`config.mk`:
```
export PLATFORM = sky130hd
export DESIGN_NAME = button_conditioner_flat
export DESIGN_NICKNAME = d
export VERILOG_FILES = /design/src/rtl/button_conditioner_if.sv /design/src/rtl/button_conditioner.sv /design/src/flat_wrapper.sv
export SDC_FILE = /design/constraint.sdc
export NUM_CORES = 1
export LEC_CHECK = 0
export CAP_MARGIN = 0
export CORE_MARGIN = 2
export CORE_UTILIZATION = 28
export CTS_BUF_LIST = sky130_fd_sc_hd__clkbuf_16
export DETAILED_ROUTE_END_ITERATION = 16
export DONT_BUFFER_PORTS = 1
export MAX_ROUTING_LAYER = met4
export PLACE_DENSITY = 0.51
export SYNTH_ARGS = -nofsm -noshare
export SYNTH_HDL_FRONTEND = slang
export SYNTH_SLANG_ARGS = --single-unit
```
`constraint.sdc`:
```
create_clock -name clk -period 8.3 [get_ports clk]
set_input_delay 0.83 -clock clk [delete_from_list [all_inputs] [get_ports clk]]
set_output_delay 0.83 -clock clk [all_outputs]
set_load 0.005 [all_outputs]
```
`src/rtl/button_conditioner_if.sv`:
```
// Button-side bundle of the conditioner: raw levels and repeat enable in,
// debounced levels and command pulses out.
interface button_conditioner_if #(
    parameter int N_BTN = 4
) ();
    logic [N_BTN-1:0] btn_raw;
    logic             repeat_en;
    logic [N_BTN-1:0] level;
    logic [N_BTN-1:0] pulse;

    modport master (
        output btn_raw,
        output repeat_en,
        input  level,
        input  pulse
    );

    modport slave (
        input  btn_raw,
        input  repeat_en,
        output level,
        output pulse
    );
endinterface

```
`src/rtl/button_conditioner.sv`:
```
// Per-button synchronizer, debouncer and press/auto-repeat pulse generator
// feeding the set inputs of the countdown clock core.
module button_conditioner #(
    parameter int N_BTN           = 4,
    parameter int DEBOUNCE_CYCLES = 1250000,
    parameter int REPEAT_DELAY    = 62500000,
    parameter int REPEAT_PERIOD   = 12500000
) (
    input  logic                 clk,
    input  logic                 rst,
    button_conditioner_if.slave  bus
);
    localparam int DW   = $clog2(DEBOUNCE_CYCLES);
    localparam int RMAX = (REPEAT_DELAY > REPEAT_PERIOD) ? REPEAT_DELAY : REPEAT_PERIOD;
    localparam int RW   = $clog2(RMAX);

    localparam logic [DW-1:0] DB_LAST     = DW'(DEBOUNCE_CYCLES - 1);
    localparam logic [RW-1:0] DELAY_LAST  = RW'(REPEAT_DELAY - 1);
    localparam logic [RW-1:0] PERIOD_LAST = RW'(REPEAT_PERIOD - 1);

    typedef enum logic [1:0] {
        IDLE   = 2'd0,
        HOLD   = 2'd1,
        REPEAT = 2'd2
    } state_t;

    logic [N_BTN-1:0] sync1_r;
    logic [N_BTN-1:0] sync2_r;
    logic [N_BTN-1:0] level_s;
    logic [N_BTN-1:0] pulse_s;

    // Two-flop synchronizer for the asynchronous button levels
    always_ff @(posedge clk or posedge rst) begin
        if (rst) begin
            sync1_r <= {N_BTN{1'b0}};
            sync2_r <= {N_BTN{1'b0}};
        end else begin
            sync1_r <= bus.btn_raw;
            sync2_r <= sync1_r;
        end
    end

    for (genvar g = 0; g < N_BTN; g++) begin : g_ch
        logic [DW-1:0] dcnt_r;
        logic          level_r;
        state_t        state_r;
        state_t        state_s;
        logic [RW-1:0] rcnt_r;
        logic [RW-1:0] rcnt_s;
        logic          pulse_r;
        logic          fire_s;

        // Debounce: accept a new level only after DEBOUNCE_CYCLES disagreeing samples in a row
        always_ff @(posedge clk or posedge rst) begin
            if (rst) begin
                dcnt_r  <= {DW{1'b0}};
                level_r <= 1'b0;
            end else if (sync2_r[g] == level_r) begin
                dcnt_r  <= {DW{1'b0}};
            end else if (dcnt_r == DB_LAST) begin
                level_r <= sync2_r[g];
                dcnt_r  <= {DW{1'b0}};
            end else begin
                dcnt_r  <= dcnt_r + DW'(1);
            end
        end

        // Press/repeat decision; rcnt counts only enabled cycles since the last pulse
        always_comb begin
            state_s = state_r;
            rcnt_s  = rcnt_r;
            fire_s  = 1'b0;
            case (state_r)
                IDLE: begin
                    if (level_r) begin
                        fire_s  = 1'b1;
                        rcnt_s  = {RW{1'b0}};
                        state_s = HOLD;
                    end else begin
                        rcnt_s  = {RW{1'b0}};
                    end
                end
                HOLD: begin
                    if (!level_r) begin
                        state_s = IDLE;
                    end else if (bus.repeat_en && (rcnt_r == DELAY_LAST)) begin
                        fire_s  = 1'b1;
                        rcnt_s  = {RW{1'b0}};
                        state_s = REPEAT;
                    end else if (bus.repeat_en) begin
                        rcnt_s  = rcnt_r + RW'(1);
                    end else begin
                        rcnt_s  = rcnt_r;
                    end
                end
                REPEAT: begin
                    if (!level_r) begin
                        state_s = IDLE;
                    end else if (!bus.repeat_en) begin
                        rcnt_s  = {RW{1'b0}};
                        state_s = HOLD;
                    end else if (rcnt_r == PERIOD_LAST) begin
                        fire_s  = 1'b1;
                        rcnt_s  = {RW{1'b0}};
                    end else begin
                        rcnt_s  = rcnt_r + RW'(1);
                    end
                end
                default: begin
                    state_s = IDLE;
                    rcnt_s  = {RW{1'b0}};
                end
            endcase
        end

        // Channel state, repeat counter and registered pulse
        always_ff @(posedge clk or posedge rst) begin
            if (rst) begin
                state_r <= IDLE;
                rcnt_r  <= {RW{1'b0}};
                pulse_r <= 1'b0;
            end else begin
                state_r <= state_s;
                rcnt_r  <= rcnt_s;
                pulse_r <= fire_s;
            end
        end

        assign level_s[g] = level_r;
        assign pulse_s[g] = pulse_r;
    end

    assign bus.level = level_s;
    assign bus.pulse = pulse_s;
endmodule
```
`src/flat_wrapper.sv`:
```
// flat-port wrapper written by rule: the top's interface ports become plain ports
module button_conditioner_flat 
#(
    parameter int N_BTN           = 4,
    parameter int DEBOUNCE_CYCLES = 1250000,
    parameter int REPEAT_DELAY    = 62500000,
    parameter int REPEAT_PERIOD   = 12500000
)
  (clk, rst, bus_btn_raw, bus_repeat_en, bus_level, bus_pulse);
  button_conditioner_if #(.N_BTN(N_BTN)) bus_i ();
  input  logic clk;
  input  logic rst;
  input wire logic [$bits(bus_i.btn_raw)-1:0] bus_btn_raw;
  input wire logic [$bits(bus_i.repeat_en)-1:0] bus_repeat_en;
  output wire logic [$bits(bus_i.level)-1:0] bus_level;
  output wire logic [$bits(bus_i.pulse)-1:0] bus_pulse;
  assign bus_i.btn_raw = bus_btn_raw;
  assign bus_i.repeat_en = bus_repeat_en;
  assign bus_level = bus_i.level;
  assign bus_pulse = bus_i.pulse;
  button_conditioner #(.N_BTN(N_BTN), .DEBOUNCE_CYCLES(DEBOUNCE_CYCLES), .REPEAT_DELAY(REPEAT_DELAY), .REPEAT_PERIOD(REPEAT_PERIOD)) u_core (.clk(clk), .rst(rst), .bus(bus_i));
endmodule
```
== Word level (Yosys, flattened, before mapping) ==
Cells that the tools add are included.
Cells by class
  add/subtract/negate cells: 8
  eq/ne operators: 48
  multiplexer cells: 85
  bitwise gates (word level): 4
  reduce and logical (&&, ||, !) cells: 20
Operators by type and width (number)
  $mux W26: 24
  $pmux W26 S2: 4
  $mux W21: 8
  $add A26 B1 Y26 const B: 4
  $eq A26 B24 Y1 const B: 4
  $eq A26 B26 Y1 const B: 4
  $add A21 B1 Y21 const B: 4
  $eq A21 B21 Y1 const B: 4
  $mux W2: 17
  $mux W1: 24
  $ne A2 B1 Y1 const B: 12
  $ne A3 B3 Y1 const B: 8
  $pmux W2 S3: 4
  $reduce_and A3 Y1: 8
  $ne A3 B2 Y1 const B: 4
  $pmux W1 S3: 4
  $eq A2 B1 Y1 const B: 4
  $eq A2 B2 Y1 const B: 4
  $logic_not A2 Y1: 4
  $reduce_and A2 Y1: 4
  $eq A1 B1 Y1: 4
  $logic_and A1 B1 Y1: 4
  $not A1 Y1: 4
Storage, ports and cells
  register bits: 212
  input port bits: 7

== Logic depth before layout (Yosys ltp) ==
Gate-level depths: netlist of the first run.
  word-level depth: 5
  gate-level depth with buffers: 9

== Least setup slack after synthesis of the first run ==
OpenSTA, ideal clock, no wires.
  kind: register to register
  start: reg u_core.g_ch[1].rcnt_r[14]
  end: reg u_core.g_ch[1].rcnt_r[2]
  arrival time: 2.288 ns
  required time: 8.179 ns
  setup slack: 5.891 ns
  cell stages (with the launch flop): 8
  buffers on the path: 1
  period minus slack after synthesis: 2.409 ns
  path through: dfrtp_1 > or4b_1 > or4_4 > o21a_4 > o21ai_4 > nor2_2 > buf_6 > a22o_1
Between the ends
  cells in the longest elaborated chain, start to end: 5
  elaborated cells between the ends (all ways): 11
Ends and longest elaborated chain
  from (decl): line button_conditioner.sv:48  | logic [RW-1:0] rcnt_r;
  from (signal assigned): line button_conditioner.sv:120  | rcnt_r <= {RW{1'b0}};
  from (signal assigned): line button_conditioner.sv:124  | rcnt_r <= rcnt_s;
  $eq A26 B24 Y1 or $eq A26 B26 Y1 (tied branches): line button_conditioner.sv:102, button_conditioner.sv:86
  $mux W26 or $logic_and A1 B1 Y1 (tied branches): line button_conditioner.sv:102, button_conditioner.sv:86
  $mux W26 (on tied branches): line button_conditioner.sv:99, button_conditioner.sv:86
  $mux W26 (on tied branches): line button_conditioner.sv:97, button_conditioner.sv:84
  $pmux W26 S2: line button_conditioner.sv:73  | case (state_r)
Parallel ways exist; a longest one is shown, timed or not. The select of a mux whose other input is x is not followed.
A chain may end at the register's enable or synchronous reset.

== Worst setup path after layout of the first run ==
  start: reg u_core.g_ch[0].rcnt_r[9]
  end: reg u_core.g_ch[0].rcnt_r[6]
Between the ends
  cells in the longest elaborated chain, start to end: 5
  elaborated cells between the ends (all ways): 11
Ends and longest elaborated chain (line)
  from (decl): button_conditioner.sv:48
  from (signal assigned): button_conditioner.sv:120
  from (signal assigned): button_conditioner.sv:124
  $eq A26 B24 Y1 or $eq A26 B26 Y1 (tied branches): button_conditioner.sv:102, button_conditioner.sv:86
  $mux W26 or $logic_and A1 B1 Y1 (tied branches): button_conditioner.sv:102, button_conditioner.sv:86
  $mux W26 (on tied branches): button_conditioner.sv:99, button_conditioner.sv:86
  $mux W26 (on tied branches): button_conditioner.sv:97, button_conditioner.sv:84
  $pmux W26 S2: button_conditioner.sv:73
Parallel ways exist; a longest one is shown, timed or not. The select of a mux whose other input is x is not followed.

==> impl_metrics.tcl, run 1 <==
set metrics [dict create \
    wl_met2_mm 10.3 \
    post_cts_resize_count 0 \
    core_um2 39500 \
    multi_input_area_um2 5580 \
    seq_area_frac_synth_pct 47.4 \
    timing.setup.tns_ns 0 \
    grt_usage_pct 11.8 \
    die_w_um 204 \
    finalHoldViolations 0 \
    synth_commonest_cells "dfrtp_1, nor2_1, nand2_1" \
    ir_drop_mv 0.124 \
    rsz0062_at_grt "no" \
    crit_arrival_ns 3.34 \
    globalplace.congestion 0.810 \
    dr.pass1.iters 5 \
    startpoint_type "flip-flop" \
    rows 73 \
    grt.overflow.total 0 \
    synth_top_area_share_pct 47.4 \
    antenna_left 0 \
    maxUsedRoutingLayer "met4" \
    ctsHtreeMaxLevel 1 \
    nNetsFinal 1213 \
    syn-instance-count 1183 \
    status "finished, final reports clean" \
    grt_pass1_vias 8269 \
    cts-root-buf "clkbuf_16" \
    critical_path.startpoint "u_core.g_ch[0].rcnt_r[9]" \
    tightest_slew_ns 1.02 \
    initial_core_util_pct 28.3 \
    relSlewSlack_pct 30.9 \
    worstSetupPathType "reg -> reg" \
    preCtsSetupSlack_ns 5.35 \
    met3_length_um 946 \
    setup_viol 0 \
    cts_hold_buf 0 \
    synthArstFlopShare_pct 100 \
    avgSynthCellArea_um2 9.45 \
    yosys_warnings 0 \
    synth_edf_count 0 \
    grt_pass1_wl_mm 40.5 \
    drive_gt1_share_pct 6.18 \
    antenna_found_initial 1 \
    maxSlewViolCount 0 \
    insertion_delay_ns 0.52 \
    clk_pin_slew_worst_paths_ns 0.06 \
    end_kind "flip-flop" \
    syn2layout_area_growth_pct 11.0 \
    post-route-min-period_ns 2.97 \
    place_hpwl_mm 15.3 \
    fmax_ghz 0.336 \
    cts_buffer_depth 3 \
    cts_inserted_buffers 25 \
    vias 8276 \
    grt_max_degree 111 \
    period_share_pct 35.8 \
    nFillCells 4110 \
    dieArea_um2 41500 \
    drc 0 \
    drt-total-wl_mm 22.9 \
    wl_met1_mm 11.2 \
    synthFlopType "dfrtp_1" \
    postCtsSetupBuffers 0 \
    drtIter0Drc 508 \
    synth_cell_types 75 \
    synth.top_cells.by_area "dfrtp_1, nor2_1, xor2_1" \
    cts_tree "yes" \
    boundaryPins 15 \
    die_h_um 204 \
    wl_per_cell_um 13.3 \
    regArea_um2 5310 \
    numPortBuffers 0 \
    synth-seq-cells 212 \
    timing.final.ws_setup_ns 5.33 \
    drv_cap 0 \
    yosys.area.top_type "dfrtp_1" \
    cp_max_fo 20 \
    hold_path_class "in -> async" \
    clock_skew_ns 0.00893 \
    cts_sinks 212 \
    viasPerCell 4.80 \
    r2r-start "u_core.g_ch[0].rcnt_r[9]" \
    power_per_cell_area_nw_per_um2 165 \
    synth_nets 1215 \
    worstPathRequired_ns 8.67 \
    p_leak_nw 5.04 \
    syn_area_um2 11200 \
]
layout make-up:
cell class	instances	share of cell area, %
inverters	31	0.998
repair buffers	4	0.242
well taps	525	5.29
multi-input cells	907	45.0
clock buffers	25	5.04
flip-flops and latches	212	42.7
diodes	1	0.0202
clock inverters	18	0.665
sequential cells by signal, indices dropped and copies added (netlist names):
| register | cells |
|---|---|
| u_core.g_ch.rcnt_r | 104 |
| u_core.g_ch.dcnt_r | 84 |
| u_core.g_ch.state_r | 8 |
| u_core.g_ch.level_r | 4 |
| u_core.g_ch.pulse_r | 4 |
| u_core.sync1_r | 4 |
| u_core.sync2_r | 4 |
cell families after synthesis:
group | count (synthesis) | share of synthesized area [%]
fa+ha+maj | 25 | 2.80
flops | 212 | 47.4
xor+xnor | 134 | 10.5
mux | 12 | 1.19
simple gates | 602 | 27.1
compound gates | 134 | 8.37
buf+inv | 64 | 2.61
worst max-delay path, cell delays in order, from the launching register on:
cell and delay [ns]:
dfrtp_1 0.43, or4b_2 0.74, nor2_1 0.13, nand4_1 0.17, a32oi_1 0.52, and2_1 0.71
nor2_1 0.12
path summary, 6_finish.rpt:
check | endpoint | slack [ns] | cells past startpoint
max | u_core.g_ch[0].rcnt_r[6] | 5.33 | 6
min | u_core.g_ch[0].dcnt_r[16] | 0.29 | 1
max reg2reg | u_core.g_ch[0].rcnt_r[6] | 5.33 | 6
min reg2reg | u_core.sync2_r[0] | 0.35 | 0
max in group asynchronous | u_core.g_ch[1].rcnt_r[8] | 6.12 | 3
min in group clk | u_core.sync1_r[3] | 0.33 | 0
metrics by stage:
step                hold WS, ns  instances  power [mW]  util, %  cell area, um^2
finish                    0.288       1723        2.04     31.4            12400
global route              0.305       1723        2.14     31.4            12400
CTS                       0.303       1722        2.09     31.4            12400
detailed placement        0.335       1679        1.10     29.6            11700
global placement          0.332       1679        1.10     29.6            11700
floorplan                 0.331       1183        1.09        -            11200
power breakdown:
part,internal (mW),switching [mW],total [mW]
Sequential,1.04,0.00493,1.05
Combinational,0.00669,0.0298,0.0365
Clock,0.541,0.419,0.960
Total,1.59,0.454,2.04
cells in the final DEF (no fill, tap or decap), types with 8 or more instances in the layout:
cell type,n
a21o_1,13
a21oi_1,22
a22o_1,18
and3_1,26
and4_1,9
clkbuf_16,25
dfrtp_1,212
ha_1,25
inv_1,37
nand2_1,97
nand3_1,79
nand4_1,39
nor2_1,212
nor2b_1,10
nor3_1,31
nor3b_1,8
nor4_1,11
nor4b_1,11
o21ai_0,35
or2_2,9
xnor2_1,53
xor2_1,81
metal layers:
metal	global-route usage, %	vias up
met5	-	-
met4	3.44	0
met3	1.96	27
met2	18.2	118
met1	15.8	4013
li1	-	4118
(Power assumes the default switching activity.)
==> run 2: changes to the inputs <==
clock period = 2.8 ns   (was 8.3 ns; I/O delays follow)
==> run 2 against run 1 <==
Maximum frequency is 13% higher. Non-clock buffer count grew 25. Clock-buffer cell count grew 2. Register-to-register slack lost 5.2 ns. Global-route usage is essentially flat. Clock skew is essentially flat. Sequential power grew to 3.0 times the previous value. Sequential cell count is the same. Power rose to 3.1 times the previous value. Wire length increased by 0.99%.
==> impl_metrics.tcl, run 2 (synthesized netlist as in run 1, its figures left out) <==
set metrics [dict create \
    cts_tree "yes" \
    syn2layout_area_growth_pct 13.7 \
    cts_inserted_buffers 26 \
    holdPathEnd "u_core.g_ch[0].state_r[1]" \
    worstPathRequired_ns 3.22 \
    grt_pass1_wl_mm 40.6 \
    fmax_ghz 0.379 \
    largest_reg_flops 104 \
    grt.overflow.total 0 \
    dr.pass1.iters 5 \
    place_hpwl_mm 15.3 \
    startpoint_type "flip-flop" \
    antenna_left 0 \
    clk_pin_slew_worst_paths_ns 0.06 \
    clock_skew_ns 0.00852 \
    finalHoldViolations 0 \
    cts_sinks 212 \
    drtIter0Drc 497 \
    power_per_cell_area_nw_per_um2 495 \
    worstSetupPathType "reg -> reg" \
    setup_viol 0 \
    vias 8354 \
    switchingPower_mw 1.44 \
    hold_depth 3 \
    p_sw_share_pct 22.8 \
    internal_power_mw 4.86 \
    ctsHtreeMaxLevel 1 \
    most-common-layout-cells "nor2_1, dfrtp_1, nand2_1" \
    viasPerCell 4.77 \
    reg_top3 "u_core.g_ch.rcnt_r (104), u_core.g_ch.dcnt_r (84), u_core.g_ch.state_r (8)" \
    rsz0062_at_grt "no" \
    die_h_um 204 \
    wl_per_cell_um 13.2 \
    grt_usage_pct 11.8 \
    insertion_delay_ns 0.53 \
    status "finished, final reports clean" \
    cts-root-buf "clkbuf_16" \
    cts_buffer_depth 3 \
    post-route-min-period_ns 2.64 \
    r2r-start "u_core.g_ch[2].rcnt_r[7]" \
    regArea_um2 5310 \
    reg2reg_depth 6 \
    p_comb_share_pct 1.9 \
    numPortBuffers 0 \
    slowest_stage "or4_1" \
    drv_cap 0 \
    dieArea_um2 41500 \
    worst-path-buf-inv 0 \
    drive_gt1_share_pct 8.23 \
    final_util_pct 32.1 \
    timing.setup.tns_ns 0 \
    initial_core_util_pct 28.3 \
    die_w_um 204 \
    relSlewSlack_pct 35.0 \
    cp_max_fo 9 \
    boundaryPins 15 \
    drt-total-wl_mm 23.2 \
    antenna_found_initial 0 \
    crit_arrival_ns 3.06 \
    maxSlewViolCount 0 \
    path_cells "or4b_1, or4_1, o2111ai_1, o21a_1, nor2_1, a22o_1" \
    diodes 0 \
    globalplace.congestion 0.805 \
    critPathTopFamily "simple AND/OR/NAND/NOR gates" \
    rows 73 \
    tightest_slew_ns 0.966 \
    drc 0 \
    cpPeakStageDelay_ns 0.55 \
    p_seq_share_pct 49.2 \
    core_um2 39500 \
    ff2ff_setup_slack_ns 0.16 \
    nNetsFinal 1239 \
    period_share_pct 94.2 \
    critical_path.startpoint "u_core.g_ch[2].rcnt_r[7]" \
    hold_path_class "in -> reg" \
    clock_power_share_pct 48.8 \
    postCtsSetupBuffers 0 \
    nFillCells 4054 \
    multi_input_area_um2 5590 \
    end_kind "flip-flop" \
    worstHoldStart "bus_repeat_en" \
    finalPower_mw 6.29 \
    p_leak_nw 5.18 \
    rr_endpoint "u_core.g_ch[2].rcnt_r[2]" \
    grt_pass1_vias 8372 \
    ir_drop_mv 0.384 \
    largest-register "u_core.g_ch.rcnt_r" \
    grt_max_degree 98 \
]
[run 2: cell count changes in the layout (fill, tap and decap cells not counted), moves of 2 or more]
cell,before,now
dlygate4sd3_1,0,5
clkinv_1,5,9
buf_12,0,2
buf_4,4,22
clkbuf_16,25,27
inv_1,37,32
clkinv_2,3,5
[run 2: final cells by class]
type | count | share of cell area, %
Multi-Input combinational cell | 907 | 44.0
Sequential cell | 212 | 41.7
Clock buffer | 27 | 5.32
Tap cell | 525 | 5.17
Timing Repair Buffer | 29 | 2.01
Inverter | 31 | 0.945
Clock inverter | 21 | 0.837
[run 2: repair_timing]
item	4_1_cts	5_1_grt
hold endpoints to repair	17	0
hold buffers	5	0
gates resized for setup	0	1
endpoints found under the setup margin	0	4
[run 2: metrics by stage]
| step | hold slack, ns | instance area [um^2] | setup WS (ns) | std cells |
|---|---|---|---|---|
| 2_1_floorplan | 0.311 | 11200 | -0.236 | 1183 |
| 3_3_place_gp | 0.176 | 11900 | 0.193 | 1699 |
| 3_5_place_dp | 0.186 | 11900 | 0.192 | 1699 |
| 4_1_cts | 0.0605 | 12700 | 0.154 | 1752 |
| 5_1_grt | 0.0935 | 12700 | 0.00544 | 1752 |
| 6_report | 0.0850 | 12700 | 0.162 | 1752 |
[run 2: worst max path at each step]
stage,end,cells after the start
floorplan,u_core.g_ch[0].dcnt_r[0],1
global placement,u_core.g_ch[2].rcnt_r[19],6
detailed placement,u_core.g_ch[2].rcnt_r[10],6
CTS,u_core.g_ch[2].rcnt_r[10],6
global route,u_core.g_ch[2].rcnt_r[2],6
finish,u_core.g_ch[2].rcnt_r[2],6
[run 2: power groups by stage]
stage	combinational, mW	sequential, mW	clock [mW]
2_1_floorplan	0.0888	3.15	0
3_3_place_gp	0.121	3.15	0
3_5_place_dp	0.122	3.15	0
4_1_cts	0.129	3.10	3.19
5_1_grt	0.145	3.10	3.32
6_report	0.120	3.10	3.07
[run 2: worst reg2reg max path, delay by kind of cell (launching register included)]
kind	cells	cell delay, ns
AO/OA/AOI/OAI	3	0.85
flip-flops	1	0.43
AND/OR/NAND/NOR	3	1.24
[run 2: metal layers]
metal	vias to the layer above	routed length, um	track usage, %
met4	0	414	3.52
li1	4175	-	-
met5	-	0	-
met3	38	852	1.82
met2	95	10600	18.7
met1	4046	11300	15.6
